File: src/rtl/decodificador_quadratura.sv
// Quadrature encoder front end: synchronizes and debounces both channels, decodes
// Gray-code direction and issues single-cycle step strobes for the up/down counter.
module decodificador_quadratura #(
  parameter int unsigned FILTRO_CICLOS = 4,
  parameter int unsigned PASSOS        = 1
) (
  input  logic clk,
  input  logic rst_n,
  input  logic enc_a,
  input  logic enc_b,
  input  logic habilitar,
  output logic acrescer,
  output logic decrecer,
  output logic erro
);

  localparam int unsigned CW     = 8;
  localparam int unsigned INIT_W = 9;
  localparam int unsigned AW     = 4;
  localparam logic signed [AW-1:0] PASSOS_POS = AW'(PASSOS);
  localparam logic signed [AW-1:0] PASSOS_NEG = -PASSOS_POS;

  typedef enum logic {INICIO, ATIVO} estado_t;

  estado_t              estado_q, estado_d;
  logic                 a_s1_q, a_s1_d, a_s2_q, a_s2_d;
  logic                 b_s1_q, b_s1_d, b_s2_q, b_s2_d;
  logic                 a_filt_q, a_filt_d, b_filt_q, b_filt_d;
  logic [CW-1:0]        cnt_a_q, cnt_a_d, cnt_b_q, cnt_b_d;
  logic [INIT_W-1:0]    ini_cnt_q, ini_cnt_d;
  logic [1:0]           prev_q, prev_d;
  logic signed [AW-1:0] acc_q, acc_d;
  logic                 acrescer_q, acrescer_d;
  logic                 decrecer_q, decrecer_d;
  logic                 erro_q, erro_d;

  logic signed [AW-1:0] delta;
  logic signed [AW-1:0] acc_sum;
  logic [1:0]           cur;

  always_ff @(posedge clk or negedge rst_n) begin
    if (!rst_n) begin
      estado_q   <= INICIO;
      a_s1_q     <= 1'b0;
      a_s2_q     <= 1'b0;
      b_s1_q     <= 1'b0;
      b_s2_q     <= 1'b0;
      a_filt_q   <= 1'b0;
      b_filt_q   <= 1'b0;
      cnt_a_q    <= '0;
      cnt_b_q    <= '0;
      ini_cnt_q  <= '0;
      prev_q     <= 2'b00;
      acc_q      <= '0;
      acrescer_q <= 1'b0;
      decrecer_q <= 1'b0;
      erro_q     <= 1'b0;
    end else begin
      estado_q   <= estado_d;
      a_s1_q     <= a_s1_d;
      a_s2_q     <= a_s2_d;
      b_s1_q     <= b_s1_d;
      b_s2_q     <= b_s2_d;
      a_filt_q   <= a_filt_d;
      b_filt_q   <= b_filt_d;
      cnt_a_q    <= cnt_a_d;
      cnt_b_q    <= cnt_b_d;
      ini_cnt_q  <= ini_cnt_d;
      prev_q     <= prev_d;
      acc_q      <= acc_d;
      acrescer_q <= acrescer_d;
      decrecer_q <= decrecer_d;
      erro_q     <= erro_d;
    end
  end

  always_comb begin
    estado_d   = estado_q;
    a_s1_d     = enc_a;
    a_s2_d     = a_s1_q;
    b_s1_d     = enc_b;
    b_s2_d     = b_s1_q;
    a_filt_d   = a_filt_q;
    b_filt_d   = b_filt_q;
    cnt_a_d    = cnt_a_q;
    cnt_b_d    = cnt_b_q;
    ini_cnt_d  = ini_cnt_q;
    prev_d     = prev_q;
    acc_d      = acc_q;
    acrescer_d = 1'b0;
    decrecer_d = 1'b0;
    erro_d     = 1'b0;
    delta      = '0;
    acc_sum    = '0;
    cur        = {a_filt_q, b_filt_q};

    unique case (estado_q)
      // Bypass the filter and track the resting position so power-up never steps
      INICIO: begin
        a_filt_d = a_s2_q;
        b_filt_d = b_s2_q;
        cnt_a_d  = '0;
        cnt_b_d  = '0;
        prev_d   = {a_s2_q, b_s2_q};
        acc_d    = '0;
        if (ini_cnt_q == INIT_W'(FILTRO_CICLOS + 1)) begin
          estado_d = ATIVO;
        end else begin
          ini_cnt_d = ini_cnt_q + INIT_W'(1);
        end
      end

      ATIVO: begin
        if (a_s2_q == a_filt_q) begin
          cnt_a_d = '0;
        end else if (cnt_a_q == CW'(FILTRO_CICLOS - 1)) begin
          a_filt_d = a_s2_q;
          cnt_a_d  = '0;
        end else begin
          cnt_a_d = cnt_a_q + CW'(1);
        end

        if (b_s2_q == b_filt_q) begin
          cnt_b_d = '0;
        end else if (cnt_b_q == CW'(FILTRO_CICLOS - 1)) begin
          b_filt_d = b_s2_q;
          cnt_b_d  = '0;
        end else begin
          cnt_b_d = cnt_b_q + CW'(1);
        end

        prev_d = cur;
        case ({prev_q, cur})
          4'b00_10, 4'b10_11, 4'b11_01, 4'b01_00: delta = AW'(1);
          4'b10_00, 4'b11_10, 4'b01_11, 4'b00_01: delta = -AW'(1);
          4'b00_11, 4'b11_00, 4'b01_10, 4'b10_01: erro_d = 1'b1;
          default: delta = '0;
        endcase

        // Disabled: progress is discarded but the previous state keeps tracking
        acc_sum = acc_q + delta;
        if (!habilitar) begin
          acc_d = '0;
        end else if (delta != '0) begin
          if (acc_sum == PASSOS_POS) begin
            acrescer_d = 1'b1;
            acc_d      = '0;
          end else if (acc_sum == PASSOS_NEG) begin
            decrecer_d = 1'b1;
            acc_d      = '0;
          end else begin
            acc_d = acc_sum;
          end
        end
      end

      default: estado_d = INICIO;
    endcase
  end

  assign acrescer = acrescer_q;
  assign decrecer = decrecer_q;
  assign erro     = erro_q;

endmodule

File: config.mk
export PLATFORM = sky130hd
export DESIGN_NAME = decodificador_quadratura
export DESIGN_NICKNAME = d
export VERILOG_FILES = /design/src/rtl/decodificador_quadratura.sv
export SDC_FILE = /design/constraint.sdc
export NUM_CORES = 1
export LEC_CHECK = 0
export CORE_ASPECT_RATIO = 0.9
export CORE_MARGIN = 3
export CORE_UTILIZATION = 50
export DETAILED_ROUTE_END_ITERATION = 12
export PLACE_DENSITY = 0.66
export SLEW_MARGIN = 20
export SYNTH_ARGS = -nofsm -noshare
export SYNTH_HDL_FRONTEND = slang
export SYNTH_SLANG_ARGS = --single-unit
File: constraint.sdc
create_clock -name clk -period 5.7 [get_ports clk]
set_clock_uncertainty 0.05 [all_clocks]
set_input_delay 1.71 -clock clk [delete_from_list [all_inputs] [get_ports clk]]
set_output_delay 1.71 -clock clk [all_outputs]
set_load 0.05 [all_outputs]
Yosys cells after proc, flatten, opt, wreduce, memory -nomap -nowiden
Cells that the tools add are included.
W data, S select, Z words.

word-level totals
  input bits = 5
  register bits after elaboration = 41
  output and inout port bits = 3
  logic and storage cells = 85

cells by class
  eq/ne operators = 24
  muxes and demuxes = 33
  add/sub/neg operators = 4
  bitwise gates (word level) = 2
  reduce and logical (&&, ||, !) cells = 7

operators by type and width
  operator               number
  $mux W8                4
  $pmux W8 S2            2
  $eq A4 B4 Y1 const B   6
  $mux W4                5
  $mux W1                17
  $add A8 B1 Y8 const B  2
  $eq A8 B2 Y1 const B   2
  $pmux W4 S2            2
  $eq A4 B2 Y1 const B   3
  $eq A4 B3 Y1 const B   3
  $reduce_or A4 Y1       3
  $add A9 B1 Y9 const B  1
  $eq A9 B3 Y1 const B   1
  $eq A4 B1 Y1 const B   2
  $reduce_and A2 Y1      3
  $add A4 B4 Y4          1
  $ne A2 B1 Y1 const B   2
  $ne A2 B2 Y1 const B   2
  $pmux W1 S2            2
  $pmux W2 S2            1
  $reduce_bool A4 Y1     1
  $ne A3 B2 Y1 const B   1
  $eq A1 B1 Y1           2
  $not A1 Y1             2

Depth between registers and ports, before layout
Gate-level depths: netlist of the first run.

  depth in word-level cells = 11
  gate-level depth with buffers = 8
  depth with buffers taken out = 8

Worst setup path after synthesis of the first run
OpenSTA, ideal clock, no wires.

  path type = input to register
  from = input habilitar
  to = register acc_q[1]
  setup slack = 3.318 ns
  stages on the path = 3
  setup time = 0.122 ns
  data arrival time = 2.211 ns
  path buffers = 0
  required time = 5.528 ns
  cells stage by stage = nand2_1 > and2b_1 > a32o_1

between the ends
  word-level cells in the longest chain between the ends = 2
  elaborated cells between the ends (all ways) = 3
  classes of those cells = eq/ne: 1; mux: 2

ends and longest elaborated chain
  element               line  source
  from (decl)           11    input logic habilitar,
  $mux W4               142   if (!habilitar) begin
  $pmux W4 S2           97    unique case (estado_q)
  to (signal assigned)  54    acc_q <= '0;
  to (signal assigned)  70    acc_q <= acc_d;
  to (decl)             32    logic signed [AW-1:0] acc_q, acc_d;

Parallel ways exist; a longest one is shown, timed or not.
A chain may end at the register's enable or synchronous reset.

Worst setup path in the final report of the first run
  from = register acrescer_q, in the netlist acrescer
  to = output acrescer

RTL lines
  element                 line  source
  from (decl)             33    logic acrescer_q, acrescer_d;
  from (signal assigned)  71    acrescer_q <= acrescer_d;
  to (decl)               12    output logic acrescer,

No word-level cell between the ends.

==> metrics.cfg, run 1 <==
[worst_setup_path]
crit_buf_inv = 1
crit_path_start_kind = flip-flop
slowest_delay_ns = 0.80
slowest_stage = clkdlybuf4s50_1
cp_max_fo = 1
crit_type = reg -> out
crit_cells = 1
endpoint_kind = output port
crit_required_ns = 3.94
critPathArrivalTime_ns = 1.42
cpLargestDelayFamily = buffers and inverters
reg2reg_depth = 8
crit_chain = clkdlybuf4s50_1

[sta]
drv_slew = 0
hold_viol = 0
tightestPinTransition_ns = 0.886
max_clock_freq_mhz = 314
period_share_pct = 55.9
slew_headroom_pct = 40.9
fin_ws_ns = 2.52
min_period_ns = 3.18
rsz0062_at_grt = false
finalSetupTns_ns = 0
finalSetupViolCount = 0

[outcome]
status = complete, no violations

[finish]
stdcell_count = 218
finish.instance_area_um2 = 2120
area_growth_pct = 13.1
num_antenna_cells = 0
final_nets = 186
drive_gt1_share_pct = 10.9

[power]
netSwitchingFraction_pct = 34.8
p_comb_share_pct = 37.5
leakage_nw = 0.974
ir_worst_vdd_mv = 0.253
p_sw_uw = 364
internal_power_uw = 680
power.density_nw_per_um2 = 492
pwr-share-clk_pct = 26.8
seq_power_share_pct = 35.7

[synthesis]
synth.area.top_cells = dfrtp_1 (55%), xnor2_1 (7.0%), xor2_1 (6.1%), ha_1 (4.7%), nor2_1 (4.2%)
yosysSeqAreaShare_pct = 54.7
synth_most_common_cell = dfrtp_1
ys_seq_elements = 41
synth_top_area_share_pct = 54.7
ys_types = 33
synth_area_um2 = 1870
synth_edf_count = 0
syn-num-nets = 175
yosysTopAreaCell = dfrtp_1
syn_area_per_cell_um2 = 11.6
ys.warnings.count = 0
synth-async-reset-ratio_pct = 100
ys_top_cells_by_count = dfrtp_1 (41), nor2_1 (21), xnor2_1 (15), xor2_1 (13), nand2_1 (11)
syn_inst = 162
synthFlopType = dfrtp_1

[route]
drt-vias-per-instance = 5.33
drc = 0
wl_per_cell_um = 13.7
vias = 1163
ant_nets = 0
first_pass_iters = 4
wl_um = 2980
drt_iter0_drc = 46

[cts]
cts_tree = yes
cts_buffer_depth = 2
cts_buffers = 5
cts_resized = 0
cts.reportedPaths.clkPinSlew_ns = 0.08
clk_latency_ns = 0.30
cts-htree-levels = 2
postCtsSetupBuffers = 0
clk_root_buffer_cell = clkbuf_8
cts.sinks = 41
ctsHoldBuffers = 0

[place]
io_buffers = 7
place_inst = 210
routabilityCongestion = 0.785
placed_area_um2 = 1980
dpl.hpwl_um = 2090
pre_cts_slack_ns = 2.75

[floorplan]
row_count = 20
die_x_um = 70.5
die_h_um = 64.1
die-area_um2 = 4520
start_util_pct = 53.9
ios = 8
core_um2 = 3480

[global_route]
met1_usage_pct = 18.0
grt_max_degree = 42
grt_first_pass_wirelength_um = 5300
busiest_layer = met2
overflow = 0
antenna_found_initial = 0
grtUsageMet3_pct = 4.56
grtUsageMet2_pct = 25.5
grt_pass1_vias = 1216
grt_use_total_pct = 15.2

[worst_hold_path]
hold_class = reg -> reg
min_path_cells = 0

[flow_run]
drv_cap = 0

==> kinds of logic after synthesis <==
group | count (synthesis) | share of synthesized area, %
muxes | 6 | 3.47
adders and majority gates | 8 | 5.74
xor gates and xnor gates | 29 | 14.4
buffers and inverters | 7 | 1.47
DFF | 41 | 54.7
and+or+nand+nor | 63 | 16.8
AOI/OAI and AO/OA | 8 | 3.40
==> through the flow <==
| step | utilization, % | hold WS [ns] | total power [mW] |
|---|---|---|---|
| global route | 60.9 | 0.310 | 1.11 |
| detailed placement | 57.0 | 0.286 | 0.771 |
| finish | 60.9 | 0.300 | 1.04 |
| floorplan | - | 0.281 | 0.685 |
| CTS | 60.9 | 0.305 | 1.06 |
| global placement | 57.0 | 0.285 | 0.746 |
==> cells in the final DEF, fill, tap and decap left out, drive strengths merged, types with 2 or more instances in the layout <==
| master | Yosys | layout |
|---|---|---|
| and3 | 6 | 6 |
| nand3 | 9 | 9 |
| nor2 | 22 | 22 |
| inv | 4 | 5 |
| mux2i | 2 | 2 |
| clkdlybuf4s50 | 0 | 6 |
| xnor2 | 15 | 15 |
| xor2 | 13 | 13 |
| a21oi | 2 | 2 |
| nand4 | 5 | 5 |
| mux2 | 4 | 4 |
| dfrtp | 41 | 41 |
| nor4b | 2 | 2 |
| o21ai | 2 | 2 |
| bufinv | 0 | 2 |
| nand2 | 12 | 12 |
| clkbuf | 2 | 5 |
| a32o | 2 | 2 |
| ha | 7 | 7 |
==> final cells by class <==
type | count | area [µm²]
inverters | 4 | 15.0
repair buffers | 7 | 65.1
fillers | 292 | 1360
flip-flops and latches | 41 | 1030
clock inverters | 3 | 68.8
clock buffers | 5 | 68.8
multi-input cells | 114 | 821
well taps | 44 | 55.1
==> flip-flops by register name (all words and copies together), names as in the netlist <==
signal / count
b_s2_q: 1
cnt_a_q: 8
cnt_b_q: 8
prev_q: 2
a_s1_q: 1
a_filt_q: 1
b_s1_q: 1
b_filt_q: 1
acrescer: 1
a_s2_q: 1
acc_q: 4
ini_cnt_q: 9
decrecer: 1
erro: 1
estado_q: 1
==> layer usage <==
layer	share of wire, %	routed length, µm	up-vias
met5	0	0	-
met3	3.4	101	7
met2	49	1470	15
met1	45	1350	573
met4	1.8	53	0
li1	-	-	568
==> power groups by stage <==
stage                     Combinational (mW)  Sequential (mW)  Clock, mW
after global placement                 0.370            0.377          0
after CTS                              0.393            0.373      0.289
after detailed placement               0.391            0.380          0
after global routing                   0.431            0.379      0.302
final                                  0.391            0.373      0.280
after floorplan                        0.299            0.386          0
==> path summary, 6_finish.rpt <==
kind,startpoint,endpoint,slack (ns)
worst max-delay path,acrescer,acrescer,2.52
worst min-delay path,b_s1_q,b_s2_q,0.30
worst max register to register,a_filt_q,acc_q[1],3.24
worst min register to register,b_s1_q,b_s2_q,0.30
max in group asynchronous,rst_n,ini_cnt_q[5],3.56
min in group asynchronous,rst_n,cnt_a_q[5],1.48
No activity file was read; power rests on OpenSTA's default activity.
==> run 2, diff against run 1 <==
- clock period: 5.7 -> 3.2 ns (I/O delays scaled with it)
==> run 2 against run 1 <==
Net effect:
- sequential power grew 79%
- power rose by 77%
- cell area down 0.18%
- final cell count unchanged
- combinational power up 77%
- first-iteration DRC count increased by 85%
- flip-flop and latch count unchanged
- worst hold slack improved by 0.023 ns
- critical path depth increased by 7
- critical path type is now reg -> reg
==> metrics.cfg, run 2 (synthesis gave the netlist of run 1 again) <==
[global_route]
grt_first_pass_wirelength_um = 5630
grt_max_degree = 42
grt_use_total_pct = 16.0
grt_pass1_vias = 1235
antenna_found_initial = 0
overflow = 0

[floorplan]
die-area_um2 = 4520
core_um2 = 3480
ios = 8
row_count = 20
die_h_um = 64.1
die_x_um = 70.5
start_util_pct = 53.9

[sta]
period_share_pct = 78.7
hold_viol = 0
slew_headroom_pct = 41.5
max_clock_freq_mhz = 397
fin_ws_ns = 0.682
rsz0062_at_grt = false
min_period_ns = 2.52
tightestPinTransition_ns = 0.878
drv_slew = 0
finalSetupViolCount = 0
fin_hold_ws_ns = 0.323
finalSetupTns_ns = 0

[power]
netSwitchingFraction_pct = 34.8
pwr-share-clk_pct = 26.6
p_sw_uw = 645
ir_worst_vdd_mv = 0.449
internal_power_mw = 1.21
p_comb_share_pct = 37.4
leakage_nw = 0.974
seq_power_share_pct = 36.0
power.density_nw_per_um2 = 876

[route]
wl_um = 2920
drt_iter0_drc = 85
drc = 0
drt-vias-per-instance = 5.34
vias = 1165
ant_nets = 0
first_pass_iters = 6
wl_per_cell_um = 13.4

[finish]
utilization_pct = 60.8
final_nets = 186
drive_gt1_share_pct = 10.9
final_common_cell = dfrtp_1
regMostFlops = ini_cnt_q
reg.largest.list = ini_cnt_q x9, cnt_a_q x8, cnt_b_q x8
area_growth_pct = 12.9
most-common-layout-cells = dfrtp_1 (41), nor2_1 (21), xnor2_1 (15)
num_antenna_cells = 0
largest_reg_flops = 9

[place]
io_buffers = 7
pre_cts_slack_ns = 0.755
dpl.hpwl_um = 2050
routabilityCongestion = 0.838

[cts]
cts.reportedPaths.clkPinSlew_ns = 0.08
cts_resized = 0
cts_tree = yes
cts.sinks = 41
cts-htree-levels = 2
postCtsSetupBuffers = 0
clk_root_buffer_cell = clkbuf_8
cts_buffer_depth = 2
clk_latency_ns = 0.30
ctsHoldBuffers = 0
cts_buffers = 5

[worst_setup_path]
crit_type = reg -> reg
cpMostUsedCell = xor2_1
endpoint_kind = flip-flop
slowest_stage = dfrtp_1
crit_chain = xor2_1 > xnor2_1 > ha_1 > fa_1 > xor2_1 > and3_1 > nand2_2 > a32o_1
cp_max_fo = 5
crit_required_ns = 3.34
crit_path_start_kind = flip-flop
critPathArrivalTime_ns = 2.66
slowest_delay_ns = 0.45

[outcome]
status = complete, no violations

[flow_run]
drv_cap = 0

[worst_hold_path]
hold_class = reg -> reg

run 2: changes by cell type in the layout (fill, tap and decap cells not counted), sizes merged:
cell	change
clkinv	+1
inv	-1
run 2: path summary, 6_finish.rpt:
| path | cells after the start | slack (ns) | start | end |
|---|---|---|---|---|
| worst max register to register | 8 | 0.68 | a_filt_q | acc_q[2] |
| worst min register to register | 0 | 0.32 | b_s1_q | b_s2_q |
| min in group asynchronous | 1 | 0.72 | rst_n | acc_q[3] |
| worst min-delay path | 0 | 0.32 | b_s1_q | b_s2_q |
| worst max-delay path | 8 | 0.68 | a_filt_q | acc_q[2] |
| max in group asynchronous | 1 | 1.82 | rst_n | ini_cnt_q[2] |
run 2: metrics by stage:
stage / cell area [µm²] / std cells / power [mW]
after floorplan: 1870 / 162 / 1.22
after global placement: 1980 / 210 / 1.33
after detailed placement: 1980 / 210 / 1.36
after CTS: 2120 / 218 / 1.87
after global routing: 2120 / 218 / 2.01
final: 2120 / 218 / 1.85
run 2: power groups by stage:
stage	Combinational (mW)	Sequential [mW]	Clock, mW
6_report	0.693	0.667	0.493
5_1_grt	0.791	0.682	0.534
4_1_cts	0.695	0.668	0.508
3_5_place_dp	0.686	0.679	0
3_3_place_gp	0.663	0.671	0
2_1_floorplan	0.533	0.688	0
run 2: layer usage:
layer | share of wire [%] | track usage, % | wire length (µm) | up-vias
li1 | - | - | - | 567
met1 | 46 | 20.2 | 1350 | 578
met3 | 3.6 | 5.35 | 106 | 5
met5 | 0 | 0 | 0 | -
met4 | 2.0 | 7.75 | 59 | 0
met2 | 48 | 24.9 | 1410 | 15
run 2: cell type report:
type                            count  area (µm²)
Clock buffer                        5        68.8
Clock inverter                      3        65.1
Fill cell                         268        1360
Inverter                            4        15.0
Multi-Input combinational cell    114         821
Sequential cell                    41        1030
Tap cell                           44        55.1
Timing Repair Buffer                7        65.1
run 2: worst max-delay path: cells and delay by family (launching register included):
kind	cells	cell delay, ns
compound gates	1	0.26
flops	1	0.45
xor+xnor	3	0.71
simple gates	2	0.31
fa+ha+maj	2	0.63
==> run 3, diff against run 2 <==
- PLACE_DENSITY: 0.66 -> 0.68
- clock period: 3.2 -> 2.1 ns (I/O delays scaled with it)
==> run 3 against run 2 <==
Net effect:
- the flow now finishes with violations (negative setup slack)
- fmax increased by 12%
- clock-buffer cell count increased by 3
- die area is the same
- flip-flop and latch count unchanged
- worst setup slack lost 0.84 ns
- routed wire length grew 9.0%
- critical path depth stayed put
- via count is 3.5% higher
- global-route usage up 0.94 points
- largest cell class unchanged
- worst hold slack worse by 0.11 ns
- sequential share of layout area down 2.5 points
==> metrics.cfg, run 3 (synthesis gave the netlist of run 1 again) <==
[outcome]
status = finished, violations left
violations = negative setup slack

[place]
routabilityCongestion = 0.754
io_buffers = 7
placed_area_um2 = 2080
dpl.hpwl_um = 2200
pre_cts_slack_ns = -0.123

[worst_setup_path]
slowest_delay_ns = 0.47
critPathArrivalTime_ns = 2.39
crit_path_start_kind = flip-flop
endpoint_kind = flip-flop
crit_type = reg -> reg
crit_required_ns = 2.24
slowest_stage = dfrtp_2
cp_max_fo = 4
crit_chain = xnor2_4 > xnor2_2 > ha_2 > fa_2 > xor2_4 > and3_4 > nand2_2 > a32o_1

[route]
drc = 0
vias = 1206
drt-vias-per-instance = 5.27
ant_nets = 0
first_pass_iters = 4
drt_iter0_drc = 52
wl_per_cell_um = 13.9
wl_um = 3190

[floorplan]
die_h_um = 64.1
core_um2 = 3480
start_util_pct = 53.9
row_count = 20
ios = 8
die-area_um2 = 4520
die_x_um = 70.5

[sta]
tightestPinTransition_ns = 0.440
finalSetupTns_ns = -0.582
rsz0062_at_grt = true
hold_viol = 0
period_share_pct = 107
slew_headroom_pct = 70.7
min_period_ns = 2.26
max_clock_freq_mhz = 443
fin_ws_ns = -0.156
drv_slew = 0
finalSetupViolCount = 5

[cts]
cts-htree-levels = 2
cts_buffers = 5
clk_latency_ns = 0.30
cts.reportedPaths.clkPinSlew_ns = 0.08
cts_tree = yes
clk_root_buffer_cell = clkbuf_8
cts.sinks = 41
cts_buffer_depth = 2

[global_route]
met1_usage_pct = 21.5
busiest_layer = met2
grt_pass1_vias = 1306
antenna_found_initial = 0
grt_first_pass_wirelength_um = 5930
overflow = 0
grt_use_total_pct = 17.0
grtUsageMet2_pct = 25.8
grtUsageMet3_pct = 5.50
grt_max_degree = 25

[finish]
reg.largest.list = ini_cnt_q x9, cnt_a_q x8, cnt_b_q x8
largest_reg_flops = 9
final_common_cell = dfrtp_1
area_growth_pct = 19.2
regMostFlops = ini_cnt_q
most-common-layout-cells = dfrtp_1 (40), nor2_1 (21), buf_4 (13)
num_antenna_cells = 0
final_nets = 197
finish.instance_area_um2 = 2230
utilization_pct = 64.2
drive_gt1_share_pct = 22.2

[power]
ir_worst_vdd_mv = 0.720
power.density_nw_per_um2 = 1390
leakage_nw = 1.03

[worst_hold_path]
hold_class = in -> async

[flow_run]
drv_cap = 0

[run 3: metrics by stage]
step | cells | hold WS (ns) | power, mW
finish | 229 | 0.212 | 3.12
global route | 229 | 0.241 | 3.36
CTS | 228 | 0.223 | 2.98
detailed placement | 220 | 0.294 | 2.36
global placement | 220 | 0.282 | 2.31
floorplan | 162 | 0.281 | 1.92
[run 3: power by group]
part | internal [mW] | total (mW) | switching (mW)
sequential | 0.912 | 1.03 | 0.123
clock | 0.268 | 0.527 | 0.260
combinational | 0.797 | 1.55 | 0.757
total | 1.98 | 3.12 | 1.14
[run 3: routing by layer]
metal	wire (µm)	part of all wire [%]	up-vias
li1	-	-	588
met1	1470	46	592
met2	1500	47	18
met3	135	4.2	8
met4	82	2.6	0
met5	0	0	-
[run 3: what timing repair did]
item	4_1_cts	5_1_grt
endpoints found under the setup margin	6	6
setup buffers	0	1
hold buffers	0	0
resized for setup	4	4
pin swaps	0	2
[run 3: worst paths after layout]
check / from / endpoint / slack (ns) / depth (start not counted)
setup / recovery: b_filt_q / acc_q[1] / -0.16 / 8
hold reg to reg: b_s1_q / b_s2_q / 0.31 / 0
max in group asynchronous: rst_n / b_filt_q / 1.31 / 2
hold / removal: rst_n / cnt_a_q[3] / 0.21 / 1
setup reg to reg: b_filt_q / acc_q[1] / -0.16 / 8
min in group clk: b_s1_q / b_s2_q / 0.31 / 0
[run 3: final cells by class]
type	count	area, µm²
flip-flops and latches	41	1030
repair buffers	18	153
fillers	265	1240
clock buffers	8	90.1
well taps	44	55.1
inverters	4	15.0
multi-input cells	114	895
[run 3: critical path: cells and delay by family (launching register included)]
kind	cells	cell delay (ns)
simple gates	2	0.28
fa+ha+maj	2	0.59
xor+xnor	3	0.51
compound gates	1	0.25
flops	1	0.47
